<file path="config.mk">
export PLATFORM = sky130hd
export DESIGN_NAME = shift_pipe_unit
export DESIGN_NICKNAME = d
export VERILOG_FILES = /design/src/rtl/shift_pipe_unit.sv
export SDC_FILE = /design/constraint.sdc
export NUM_CORES = 1
export LEC_CHECK = 0
export ABC_AREA = 1
export ABC_CLOCK_PERIOD_IN_PS = 1450
export CAP_MARGIN = 20
export CORE_MARGIN = 1
export CORE_UTILIZATION = 46
export CTS_CLUSTER_DIAMETER = 60
export DETAILED_ROUTE_END_ITERATION = 8
export GPL_TIMING_DRIVEN = 0
export PLACE_DENSITY = 0.78
export SYNTH_ARGS = -nofsm -noshare
export SYNTH_HDL_FRONTEND = slang
export SYNTH_SLANG_ARGS = --single-unit
</file>
<file path="constraint.sdc">
create_clock -name clock_i -period 1.45 [get_ports clock_i]
set_input_delay 0.29 -clock clock_i [delete_from_list [all_inputs] [get_ports clock_i]]
set_output_delay 0.29 -clock clock_i [all_outputs]
set_load 0.02 [all_outputs]
</file>
<file path="src/rtl/shift_pipe_unit.sv">
// Elastic 32-bit barrel shifter: stages 16/8/4/2/1, each optionally registered by PIPE_MASK (latency = popcount).
// Define SHIFT_SRL_EN to build the logical-right-shift op (ctrl_op_i=2'b10); otherwise ctrl_op_i[1] is ignored.
module shift_pipe_unit #(
   parameter logic [4:0] PIPE_MASK = 5'b11111
) (
   input  logic        clock_i,
   input  logic        reset_i,
   input  logic        in_valid_i,
   output logic        in_ready_o,
   input  logic [31:0] data_a_i,
   input  logic [4:0]  shamt_i,
   input  logic [1:0]  ctrl_op_i,
   output logic        out_valid_o,
   input  logic        out_ready_i,
   output logic [31:0] result_o,
   output logic        busy_o
);

   logic [1:0] op_in;
   logic [4:0] occ;
   logic       unused_tail;

   // The op is normalised at the input so the stages only ever see 00=SLL, 01=SRA, 10=SRL.
`ifdef SHIFT_SRL_EN
   assign op_in       = (ctrl_op_i == 2'b11) ? 2'b00 : ctrl_op_i;
   assign unused_tail = ^{g_stage[4].out_sha, g_stage[4].out_opc};
`else
   assign op_in       = {1'b0, ctrl_op_i[0]};
   assign unused_tail = ^{ctrl_op_i[1], g_stage[4].out_sha, g_stage[4].out_opc};
`endif

   for (genvar s = 0; s < 5; s++) begin : g_stage
      localparam int K   = 4 - s;
      localparam int AMT = 1 << K;

      logic        in_vld, in_rdy, out_vld, out_rdy;
      logic [31:0] in_dat, out_dat, dat_d;
      logic [4:0]  in_sha, out_sha, sha_d;
      logic [1:0]  in_opc, out_opc;

      if (s == 0) begin : g_head
         assign in_vld = in_valid_i;
         assign in_dat = data_a_i;
         assign in_sha = shamt_i;
         assign in_opc = op_in;
      end else begin : g_link
         assign in_vld = g_stage[s-1].out_vld;
         assign in_dat = g_stage[s-1].out_dat;
         assign in_sha = g_stage[s-1].out_sha;
         assign in_opc = g_stage[s-1].out_opc;
      end

      if (s == 4) begin : g_tail
         assign out_rdy = out_ready_i;
      end else begin : g_next
         assign out_rdy = g_stage[s+1].in_rdy;
      end

      // Remaining shamt travels MSB-first: bit 4 always selects this stage.
      assign sha_d = {in_sha[3:0], 1'b0};

      always_comb begin
         dat_d = in_dat;
         if (in_sha[4]) begin
            if (in_opc == 2'b01) begin
               dat_d = 32'($signed(in_dat) >>> AMT);
`ifdef SHIFT_SRL_EN
            end else if (in_opc == 2'b10) begin
               dat_d = in_dat >> AMT;
`endif
            end else begin
               dat_d = in_dat << AMT;
            end
         end
      end

      if (PIPE_MASK[K]) begin : g_reg
         logic        vld_q;
         logic [31:0] dat_q;
         logic [4:0]  sha_q;
         logic [1:0]  opc_q;

         always_ff @(posedge clock_i) begin
            if (reset_i) begin
               vld_q <= 1'b0;
               dat_q <= 32'h0;
               sha_q <= 5'h0;
               opc_q <= 2'b00;
            end else if (in_rdy) begin
               vld_q <= in_vld;
               dat_q <= dat_d;
               sha_q <= sha_d;
               opc_q <= in_opc;
            end
         end

         assign in_rdy  = !vld_q || out_rdy;
         assign out_vld = vld_q;
         assign out_dat = dat_q;
         assign out_sha = sha_q;
         assign out_opc = opc_q;
         assign occ[s]  = vld_q;
      end else begin : g_wire
         assign in_rdy  = out_rdy;
         assign out_vld = in_vld;
         assign out_dat = dat_d;
         assign out_sha = sha_d;
         assign out_opc = in_opc;
         assign occ[s]  = 1'b0;
      end
   end

   assign in_ready_o  = g_stage[0].in_rdy;
   assign out_valid_o = g_stage[4].out_vld;
   assign result_o    = g_stage[4].out_dat;
   assign busy_o      = |occ;

endmodule

</file>
[Word level (Yosys, flattened, before mapping)]
Index checks and enable logic that the tools add are counted.
Storage, ports and cells
  flip-flop bits (word level): 179
  word-level logic and storage cells: 39
  input port bits: 43
  output and inout bits: 35
  memory bits (writable): 0
  memories: 0
  latch bits: 0
  memory bits (read-only): 0
Cells by class
  reduce and logical (&&, ||, !) cells: 11
  bitwise gates (word level): 0
  add/sub/neg operators: 0
  equal/unequal tests: 0
  $lt $le $gt $ge: 0
  divide/modulo/power cells: 0
  multiplexer cells: 10
  multiply operators: 0
  shift operators: 0
Operators with widths (count)
  $mux W32: 10
  $logic_not A1 Y1: 5
  $logic_or A1 B1 Y1: 5
  $reduce_or A5 Y1: 1

[Longest topological paths before layout]
Gate-level depths: netlist of the first run.
  word-level depth: 6
  mapped depth: 8
  gate-level depth less buffers: 7

[Least setup slack after synthesis of the first run]
No wires, ideal clock.
  path type: flip-flop to flip-flop
  start: register g_stage[4].g_reg.vld_q (netlist: out_valid_o)
  end: register g_stage[1].g_reg.dat_q[20]
  data arrival time: 1.342 ns
  setup slack: -0.010 ns
  stages on the path, launching flop included: 8
  data required time: 1.332 ns
  cell sequence: dfxtp_1 -> nand3_1 -> nor2_1 -> buf_4 -> nand2_4 -> buf_2 -> o21ai_1 -> nor2_1
On the way
  word-level cells in the longest chain between the ends: 5
RTL lines
  start: declaration: line 78  | logic vld_q;
  start signal: assignment: line 90  | vld_q <= in_vld;
  $logic_not A1 Y1: line 97  | assign in_rdy = !vld_q || out_rdy;
  $logic_or A1 B1 Y1 (4 in a row): line 97
  end signal: assignment: line 91  | dat_q <= dat_d;
  end: declaration: line 79  | logic [31:0] dat_q;
Every way passes these cells.
A chain may end at the register's enable or synchronous reset.

[Worst setup path in the final report of the first run]
  start: register g_stage[4].g_reg.vld_q (netlist: out_valid_o)
  end: output in_ready_o
On the way
  word-level cells in the longest chain between the ends: 6
RTL lines
  $logic_not A1 Y1: line 97
  $logic_or A1 B1 Y1 (5 in a row): line 97
  end: declaration: line 9  | output logic in_ready_o,
Every way passes these cells.

==> summary.txt, run 1 <==
Routing
  – Initial DRC count: ~740
  – First drt pass iteration count: 8
  – DR WL/cell: about 16 µm
  – Via density: 5.56
  – Final ANT Viol Nets: 0
  – Via Count: approximately 9500
  – Drt drc: 0
  – Final WL: 27100 µm

Logic synthesis
  – EDFF count, synth: 0
  – Top cell type's share of synthesized area: 0.408
  – Post-synthesis compound-gate area fraction: 0.214
  – Syn Inst Count: roughly 1300
  – Mux cell area share after synthesis: 0
  – Synth area leader: dfxtp_1
  – Xor and xnor area share after synthesis: 0
  – Yosys warns: 0
  – Post-Syn Area per Cell: between 6 and 7 µm²
  – Top post-synthesis cells by area: dfxtp_1 (41%), nand2_1 (16%), o21ai_0 (8.3%), nor2_1 (7.5%), a21oi_1 (4.6%)
  – Syn Std Cell Area: between 8000 and 9000 µm²
  – Netlist cell types: 24
  – Largest family of logic cells by synthesized area: simple AND/OR/NAND/NOR gates
  – Yosys reg bits: 179
  – Post-synthesis adder-cell area fraction: 0
  – Synth Net Count: approximately 1400
  – Async SR Flop Fraction: 0
  – Cell with the most instances after synthesis: nand2_1
  – Post-synthesis sequential area ratio: 0.408
  – Most frequent cells after synthesis: nand2_1 (381), dfxtp_1 (179), nor2_1 (175), o21ai_0 (146), inv_1 (84)
  – Primary FF master, synth: dfxtp_1
  – Simple-gate share of the synthesized area: 0.289

Setup path
  – Most Frequent Cell on Critical Path: nand3_4
  – Cell Chain, Critical Path: nand3_4 > nor2_4 > nand3_4 > buf_6
  – CP bufs+invs: 1
  – WS Path Type: reg -> out
  – Setup crit start kind: flop
  – Crit path capture type: output pin
  – Critical path's top delay family: flip-flops
  – CP max-delay cell: dfxtp_4
  – Max Fanout on Critical Path: 4
  – CP arrival: between 1 and 1.5 ns
  – Worst path max stage delay: around 0.38 ns
  – R2r setup slk: -0.10 ns
  – WP data required: between 1 and 1.5 ns

Finish
  – Antenna fix cells: 0
  – Layout Utilization: 0.583
  – Filler Cell Count: about 1800
  – Syn-to-layout area delta: 24.1%
  – Design area: 10900 µm²
  – Share of cells above drive strength 1: 0.116
  – Final net count: 1500
  – Finished Layout Cells: between 1500 and 2000

Clock tree
  – CTS Buf Count: 17
  – Clock Latency Late Sink: about 0.45 ns
  – Clock Tree Buf Depth: 2
  – CTS tree: yes
  – Hold-fix buffers, CTS: 0
  – Root Buffer: clkbuf_16
  – Clock slew at reported path FFs: 0.07 ns
  – Clock sinks: about 180
  – Htree depth: 4

Run
  – Number of max-cap violations: 0

Global routing
  – GRT Total Usage: 0.277
  – Global route total overflow: 0
  – Vias in the first global route: 8899
  – Largest net degree at the start of global routing: 19
  – First-pass GRT wire length: ~43000 µm
  – Initial antenna violation count: 0

STA
  – Setup_tns: -1.67 ns
  – Fin. max-slew vios: 0
  – F_max: just over 600 MHz
  – RSZ-0062 raised after global routing: yes
  – Final worst-path setup slack: -0.184 ns
  – # setup viols final: 50
  – Crit path time final: between 1.5 and 2 ns
  – Actual slew at the worst max-slew pin: between 0.5 and 0.6 ns
  – Final worst path period share: 1.13
  – Max-slew headroom: 0.626
  – Clock skew: 0.0104 ns
  – Final hold vios: 0

Outcome
  – Failing checks: negative setup slack
  – Status: finished, violations left

Floorplanning
  – Die height: ~140 µm
  – Die footprint: roughly 20000 µm²
  – Core box area: between 15000 and 20000 µm²
  – Rows: 50
  – Starting density of the core: 0.470
  – I/O pins: 78
  – Die Span X: 140 µm

Place
  – Setup Slack @ Placement: -1.04 ns
  – Dpl hpwl: 20000 µm
  – Placed instance area: 9830 µm²
  – Routability cong.: approximately 0.96
  – Placed cells: approximately 1700
  – IO Port Bufs: 75

Power and ir drop
  – VDD IR max: approximately 0.83 mV
  – Pleak: about 0.0044 µW
  – Pwr per Cell Area: 996 nW/µm²

Min path
  – Worst Hold Class: in -> reg
-- cells in the final DEF, fill, tap and decap left out, drive strengths merged, types with 38 or more instances in the layout --
| master | Yosys | layout |
|---|---|---|
| nand2 | 382 | 382 |
| dfxtp | 179 | 179 |
| nor2 | 176 | 176 |
| o21ai | 159 | 159 |
| inv | 87 | 95 |
| a21oi | 81 | 81 |
| clkbuf | 60 | 78 |
| nand3 | 73 | 73 |
| buf | 39 | 62 |
| clkdlybuf4s50 | 0 | 38 |
-- flip-flops by register name (all words and copies together) (netlist names) --
name and cells:
g_stage.g_reg.dat_q 128, result_o 32, g_stage.g_reg.sha_q 10, g_stage.g_reg.opc_q 4, g_stage.g_reg.vld_q 4, out_valid_o 1
-- worst register-to-register path, cell delays in order (launching register included) --
cell and delay, ns:
dfxtp_4 0.38, buf_4 0.12, nand4_4 0.11, nor2_4 0.30, buf_12 0.20, buf_8 0.12
nand2_1 0.07, a21oi_1 0.16
-- layout make-up --
class / instances / area, µm² / area share
repair buffers: 98 / 970 / 0.0890
plain buffers: 97 / 591 / 0.0542
multi-input cells: 975 / 4540 / 0.416
well taps: 234 / 293 / 0.0269
clock buffers: 17 / 425 / 0.0390
flip-flops and latches: 179 / 3600 / 0.330
clock inverters: 15 / 144 / 0.0132
inverters: 89 / 343 / 0.0315
-- metal layers --
metal,GRT usage,part of all wire
met1,0.324,0.42
met3,0.0462,0.049
met2,0.487,0.49
met4,0.143,0.043
met5,0,0
-- cells by family (layout without fill, tap and decap cells) --
group	count (synthesis)	after routing
buf+inv	188	316
compound gates	333	333
simple gates	642	642
flops	179	179
-- stage by stage --
step                power, µW  hold slack (ns)
finish                  10900            0.176
global route            11200            0.201
CTS                     10800            0.166
detailed placement       6410            0.461
global placement         6400            0.454
floorplan                5980            0.422
-- report_power, final --
part	switching [µW]	leakage (µW)	internal, µW
combinational	689	0.00267	442
sequential	156	0.00146	5090
clock	2200	0.000279	2280
total	3040	0.00441	7810
-- what timing repair did --
| action | 4_1_cts | 5_1_grt |
|---|---|---|
| pin swaps | 2 | 26 |
| cloned | 0 | 4 |
| endpoints found under the hold margin | 0 | 0 |
| buffers inserted | 6 | 13 |
| endpoints found under the setup margin | 174 | 158 |
| gates resized for setup | 85 | 127 |
-- final timing paths --
check                                               start                        end  depth (start not counted)
worst max-delay path                          out_valid_o                 in_ready_o                          4
worst min register to register  g_stage[2].g_reg.sha_q[3]  g_stage[2].g_reg.sha_q[3]                          2
worst min-delay path                              reset_i  g_stage[1].g_reg.dat_q[0]                          2
worst max register to register                out_valid_o  g_stage[1].g_reg.dat_q[6]                          7
Note: power is estimated with default switching activity, not from simulation.
==> run 2, diff against run 1 <==
--- a/config.mk
+++ b/config.mk
@@ -8,7 +8,6 @@
 export ABC_AREA = 1
 export ABC_CLOCK_PERIOD_IN_PS = 1450
 export CAP_MARGIN = 20
-export CORE_MARGIN = 1
 export CORE_UTILIZATION = 46
 export CTS_CLUSTER_DIAMETER = 60
 export DETAILED_ROUTE_END_ITERATION = 8
==> results of run 2 <==
The final DEF is identical to that of run 1; final timing and power are the same.
